**src/rtl/dmem_arb_pkg.sv**
```systemverilog
// dmem_arb_pkg: shared state type, port indices and default widths for the data-memory arbiter
package dmem_arb_pkg;
    typedef enum logic [1:0] {IDLE, OWN0, OWN1} state_t;
    localparam logic PORT_CORE = 1'b0;
    localparam logic PORT_LOAD = 1'b1;
    localparam int DEF_AW = 32;
    localparam int DEF_DW = 32;
    localparam int DEF_MAX_HOLD = 16;
endpackage

```
**src/rtl/dmem_arbiter_rr_pick2.sv**
```systemverilog
// rr_pick2: two-way round-robin pick, one-hot grant; a tie goes to the port that did not win last
module rr_pick2
    import dmem_arb_pkg::*;
(
    input  logic       valid0,
    input  logic       valid1,
    input  logic       last_grant,
    output logic [1:0] gnt
);
    assign gnt[0] = valid0 & (~valid1 | (last_grant == PORT_LOAD));
    assign gnt[1] = valid1 & (~valid0 | (last_grant == PORT_CORE));
endmodule

```
**src/rtl/dmem_arbiter.sv**
```systemverilog
// dmem_arbiter: shares one data-memory port between the core (port 0) and the loader (port 1)
// Optional forced release of long locks: define DMEM_ARB_HOLD_LIMIT_EN
module dmem_arbiter
    import dmem_arb_pkg::*;
#(
    parameter int AW       = DEF_AW,
    parameter int DW       = DEF_DW,
    parameter int MAX_HOLD = DEF_MAX_HOLD
) (
    input  logic          clk,
    input  logic          rst,
    input  logic          p0_valid,
    input  logic          p0_we,
    input  logic          p0_lock,
    input  logic [AW-1:0] p0_addr,
    input  logic [DW-1:0] p0_wdata,
    output logic          p0_ready,
    output logic          p0_rsp_valid,
    output logic [DW-1:0] p0_rsp_rdata,
    input  logic          p1_valid,
    input  logic          p1_we,
    input  logic          p1_lock,
    input  logic [AW-1:0] p1_addr,
    input  logic [DW-1:0] p1_wdata,
    output logic          p1_ready,
    output logic          p1_rsp_valid,
    output logic [DW-1:0] p1_rsp_rdata,
    output logic [AW-1:0] mem_a,
    output logic [DW-1:0] mem_wd,
    output logic          mem_we,
    input  logic [DW-1:0] mem_rd,
    output logic          busy
);
    state_t state, state_nxt;
    logic last_grant, last_nxt;
    logic [1:0] pick, gnt;
    logic rd0, rd1, force_rel;

    if (MAX_HOLD < 2) begin : g_hold_check
        $error("dmem_arbiter: MAX_HOLD must be at least 2");
    end

    rr_pick2 u_pick (
        .valid0    (p0_valid),
        .valid1    (p1_valid),
        .last_grant(last_grant),
        .gnt       (pick)
    );

    // an owning port is granted only while it is actually requesting
    assign gnt = (state == OWN0) ? {1'b0, p0_valid} :
                 (state == OWN1) ? {p1_valid, 1'b0} : pick;
    assign p0_ready = gnt[0] & p0_valid;
    assign p1_ready = gnt[1] & p1_valid;
    assign mem_a = gnt[0] ? p0_addr : gnt[1] ? p1_addr : '0;
    assign mem_wd = gnt[0] ? p0_wdata : gnt[1] ? p1_wdata : '0;
    assign mem_we = (p0_ready & p0_we) | (p1_ready & p1_we);
    assign busy = state != IDLE;
    assign rd0 = p0_ready & ~p0_we;
    assign rd1 = p1_ready & ~p1_we;

`ifdef DMEM_ARB_HOLD_LIMIT_EN
    localparam int CW = $clog2(MAX_HOLD + 1);
    localparam logic [CW-1:0] HOLD_LAST = CW'(MAX_HOLD - 1);
    logic [CW-1:0] hold_cnt;
    always_ff @(posedge clk or negedge rst) begin
        if (!rst)
            hold_cnt <= '0;
        else if (state == IDLE)
            hold_cnt <= '0;
        else if (hold_cnt != HOLD_LAST)
            hold_cnt <= hold_cnt + 1'b1;
    end
    assign force_rel = (hold_cnt == HOLD_LAST) &&
                       (((state == OWN0) && p1_valid) || ((state == OWN1) && p0_valid));
`else
    assign force_rel = 1'b0;
`endif

    always_comb begin
        state_nxt = state;
        last_nxt = p0_ready ? PORT_CORE : p1_ready ? PORT_LOAD : last_grant;
        case (state)
            IDLE: state_nxt = (p0_ready & p0_lock) ? OWN0 : (p1_ready & p1_lock) ? OWN1 : IDLE;
            OWN0: if (!p0_lock || force_rel) begin
                state_nxt = IDLE;
                last_nxt = PORT_CORE;
            end
            OWN1: if (!p1_lock || force_rel) begin
                state_nxt = IDLE;
                last_nxt = PORT_LOAD;
            end
            default: state_nxt = IDLE;
        endcase
    end

    always_ff @(posedge clk or negedge rst) begin
        if (!rst) begin
            state <= IDLE;
            last_grant <= PORT_LOAD;
        end else begin
            state <= state_nxt;
            last_grant <= last_nxt;
        end
    end

    // reset drops any response whose read was accepted in the same cycle
    always_ff @(posedge clk or negedge rst) begin
        if (!rst) begin
            p0_rsp_valid <= 1'b0;
            p1_rsp_valid <= 1'b0;
            p0_rsp_rdata <= '0;
            p1_rsp_rdata <= '0;
        end else begin
            p0_rsp_valid <= rd0;
            p1_rsp_valid <= rd1;
            if (rd0)
                p0_rsp_rdata <= mem_rd;
            if (rd1)
                p1_rsp_rdata <= mem_rd;
        end
    end
endmodule

```
**config.mk**
```make
export PLATFORM = sky130hd
export DESIGN_NAME = dmem_arbiter
export DESIGN_NICKNAME = d
export VERILOG_FILES = /design/src/rtl/dmem_arb_pkg.sv /design/src/rtl/dmem_arbiter_rr_pick2.sv /design/src/rtl/dmem_arbiter.sv
export SDC_FILE = /design/constraint.sdc
export NUM_CORES = 1
export LEC_CHECK = 0
export ABC_AREA = 0
export ABC_CLOCK_PERIOD_IN_PS = 2700
export CORE_AREA = 2 2 116 118
export DETAILED_ROUTE_END_ITERATION = 10
export DIE_AREA = 0 0 118 120
export GPL_TIMING_DRIVEN = 0
export MAX_ROUTING_LAYER = met4
export PLACE_DENSITY = 0.77
export SLEW_MARGIN = 10
export SYNTH_ARGS = -nofsm -noshare
export SYNTH_HDL_FRONTEND = slang
export SYNTH_SLANG_ARGS = --single-unit
```
**constraint.sdc**
```tcl
create_clock -name clk -period 2.7 [get_ports clk]
set_input_delay 0.675 -clock clk [delete_from_list [all_inputs] [get_ports clk]]
set_output_delay 0.675 -clock clk [all_outputs]
set_load 0.02 [all_outputs]
```
==> results.md <==
- The number of max-capacitance violations reported is 0.
- In the routed layout, each cell is associated on average with a via count of 4.79.
- The total of buffers placed on input and output ports is 301.
- The start-to-end type of the worst setup path is reg -> out.
- Along the worst path, the maximum fanout reaches 6.
- The number of buffers inserted by hold repair at cts is 0.
- Fill cells in the final layout number 1,128.
- The flow ran to the end, and the final reports show no timing, DRC or antenna violations.
- The critical path starts at state[0].
- The endpoint required time on the critical path is 2.03 ns.
- After routing, the total negative slack on setup checks comes to 0 ns.
- The height of the chip is 120 um.
- The post-synthesis to final-layout area growth is 111%.
- The startpoint kind of the worst setup timing path is a register.
- The final-report max-slew violation count is 0.
- The number of failing hold endpoints at the final stage is 0.
- The worst register-to-register path begins at state[1].
- The clock tree buffer depth is 2.
- The multi-input combinational cells in the finished layout cover a total of 1570 sq um.
- Setup repair after global routing could not meet its margin everywhere.
- Summed over all cells, the static leakage comes to 3.09 nW.
- The die footprint is 14,200 sq um.
- For the pin with the worst max-slew slack, the measured transition is 0.371 ns.
- The worst setup path is captured at an output pin.
- The initial antenna violation count came to 6.
- The number of setup violations in the final report is 0.
- Entering global routing, the biggest net connects 43 pins.
- Global routing used 25.6% of the available tracks.
- Counting flops and latches in the post-synthesis netlist gives 69.
- Dividing the synthesized area by the synthesized cell count gives 13.4 sq um.
- Summing all placed instances gives a cell area of 6630 sq um.
- The synthesized instance count is 253.
- The HPWL after detailed placement is 14,700 um.
- Derived from the worst setup path, the maximum achievable clock frequency is 372 MHz.
- The sequential cell area in the final layout is 1730 sq um.
- The biggest area contributor in the post-synthesis netlist is dfrtp_1.
- The initial utilization of the core area, before any placement, comes to 26.1%.
- After clock tree synthesis, the clock-pin slew on the worst setup and hold paths is 0.06 ns.
- Clock latency on the worst-skew pair, taken at its later pin, is 0.33 ns.
- Buffers inserted during clock tree synthesis total 9.
- Among all flip-flop cells after synthesis, the most frequent one is dfrtp_1.
- The min-delay analysis places its worst path in the category in -> async.
- The post-layout instance area is 7140 sq um.
- Routability-driven placement finished with a final weighted congestion of 0.970.
- The share of the Yosys chip area taken by registers is 51.1%.
- The final critical delay including setup and external delays is 2.69 ns.
- The number of remaining DRC errors is 0.
- For this block, the initial DRC count from the detailed router was 77.
- The leading cell type by number of instances after synthesis is dfrtp_1.
- The count of cells along the worst register-to-register path is 8.
- The share of async-settable or async-resettable flops after synthesis is 100%.
- The floorplan step set the die width to 118 um.
- The worst supply voltage drop on vdd is 0.000730 V.
- The number of levels the H-tree was split into is 3.
- The area of the core region is 13,000 sq um.
- After synthesis, the most frequently instantiated cells are dfrtp_1, a22o_1, mux2_2.
- The headroom to the max-slew limit is 75.3%.
- After layout, the design draws a total of 7.05 mW.
- The final standard cell utilization of the core is 55.0%.
- The via count of the first global-routing pass came to 4,021.
- After global routing the overflow that remains totals 0.
- During I/O placement, the number of pins put on the boundary was 302.
- The number of clock sinks seen by CTS is 69.
- Yosys printed 0 warnings.
- The capture point of the worst reg-to-reg path is p1_rsp_rdata[13].
- The number of synthesized flops with an enable pin is 0.
- The number of nets in the layout is 746.
- The tree is rooted in a clkbuf_16.
- The clock skew after layout is 0.00478 ns.
- Counting distinct cell types in the post-synthesis netlist gives 26.
- In the finished design, the share of the clock period the worst path needs comes to 99.6%.
- The post-route netlist has 33.3% of its cells at a drive strength greater than 1.
- Setup slack on the worst reg-to-reg path comes out at 0.59 ns.
- Synthesis produced a netlist with a net count of 424.
- The via count is 3,653.
- The total routed wirelength is 17,800 um.
- The total iterations of the first detailed-routing run is 4.
- The wire length of the first global-routing pass is 25,600 um.
- The share of the synthesized area in the top cell type is 50.3%.
- Once detail routing completed, the nets flagged for antenna violations numbered 0.
- TritonCTS built the clock tree.
- The cell area that synthesis handed to floorplanning was 3380 sq um.
- The number of rows in the core area is 42.
- Hold timing on the final database bottoms out at a slack of 0.267 ns.
- By area the synthesized netlist is led by dfrtp_1, mux2_2, a22o_1.
- Power spread over the standard cell area amounts to 988 nW/um^2.
- The average routed wire per standard cell is 23.4 um.
- Data arrives at the worst endpoint at 2.01 ns.
report_power, final:
| group | internal [mW] | total, mW | switching [mW] |
|---|---|---|---|
| Sequential | 1.50 | 1.75 | 0.253 |
| Clock | 0.741 | 1.17 | 0.433 |
| Combinational | 2.15 | 4.13 | 1.98 |
| Total | 4.39 | 7.05 | 2.67 |
placed cells by master (no fill, tap or decap), drive strengths merged:
| cell | Yosys | final |
|---|---|---|
| dfrtp | 68 | 68 |
| a22o | 66 | 66 |
| diode | 0 | 6 |
| a21oi | 3 | 3 |
| o21ai | 1 | 1 |
| dfstp | 1 | 1 |
| o22ai | 1 | 1 |
| clkinvlp | 0 | 1 |
| a21o | 1 | 1 |
| clkdlybuf4s50 | 0 | 231 |
| nor2 | 3 | 3 |
| nand2b | 3 | 3 |
| clkbuf | 3 | 17 |
| ha | 3 | 3 |
| clkinv | 0 | 3 |
| bufbuf | 0 | 1 |
| bufinv | 0 | 1 |
| mux2 | 64 | 64 |
| nand2 | 7 | 7 |
| nor2b | 2 | 2 |
| nand3 | 1 | 1 |
| and2 | 1 | 1 |
| dlygate4sd2 | 0 | 2 |
| a31oi | 1 | 1 |
| buf | 18 | 92 |
| inv | 6 | 6 |
sequential cells by signal, indices dropped and copies added (netlist names):
signal / flops
p0_rsp_rdata: 32
p1_rsp_rdata: 32
state: 2
last_grant: 1
p0_rsp_valid: 1
p1_rsp_valid: 1
metrics by stage:
step	worst slack, ns	std cells
final	0.0108	762
after global routing	-0.0690	762
after CTS	-0.0126	752
after detailed placement	-1.06	731
after global placement	-1.27	730
after floorplan	0.327	253
cell families (layout without fill, tap and decap cells):
kind of cell               Yosys count  after routing  synth area share, %
muxes                               64             64                 21.3
and+or+nand+nor                     17             17                 2.74
AOI/OAI and AO/OA                   73             73                 18.7
buffers and inverters               27            354                 5.07
adders and majority gates            3              3                 1.11
DFF                                 69             69                 51.1
other                                0              6                    0
worst max-delay path: stages, from the launching register on:
cell and delay [ns]:
dfrtp_1 0.41, inv_2 0.09, ha_4 0.15, inv_4 0.04, a21o_1 0.16, and2_4 0.20
buf_12 0.15, clkbuf_16 0.14, a22o_1 0.21, buf_6 0.14
worst max path at each step:
stage,end,slack (ns),cells past startpoint
6_report,mem_wd[9],0.01,9
5_1_grt,mem_a[3],-0.07,8
4_1_cts,mem_wd[5],-0.01,9
3_5_place_dp,mem_wd[27],-1.06,6
3_3_place_gp,p0_rsp_rdata[27],-1.27,1
2_1_floorplan,mem_wd[12],0.33,7
final cells by class:
type                       count  share of cell area [%]
tap                          176                    3.08
antenna                        6                   0.210
clock buffer                  11                    3.40
clock inverter                 5                   0.841
timing repair buffer         312                    42.6
inverter                       6                   0.350
sequential                    69                    24.2
multi-input combinational    157                    22.0
buffer                        20                    3.40
repair_timing:
action                     in CTS  in global routing
cloned                          1                  1
resized for setup             325                 70
setup buffers                   5                  3
pin swaps                       5                  6
setup endpoints to repair      67                 59
layer usage:
metal  GRT usage (%)  wire, um  vias up
li1                -         -     1615
met1            27.1      6760     1809
met2            44.5      9130      203
met3            8.70      1460       26
met4            9.19       446        0
met5               -         0        -
No activity file was read; power rests on OpenSTA's default activity.
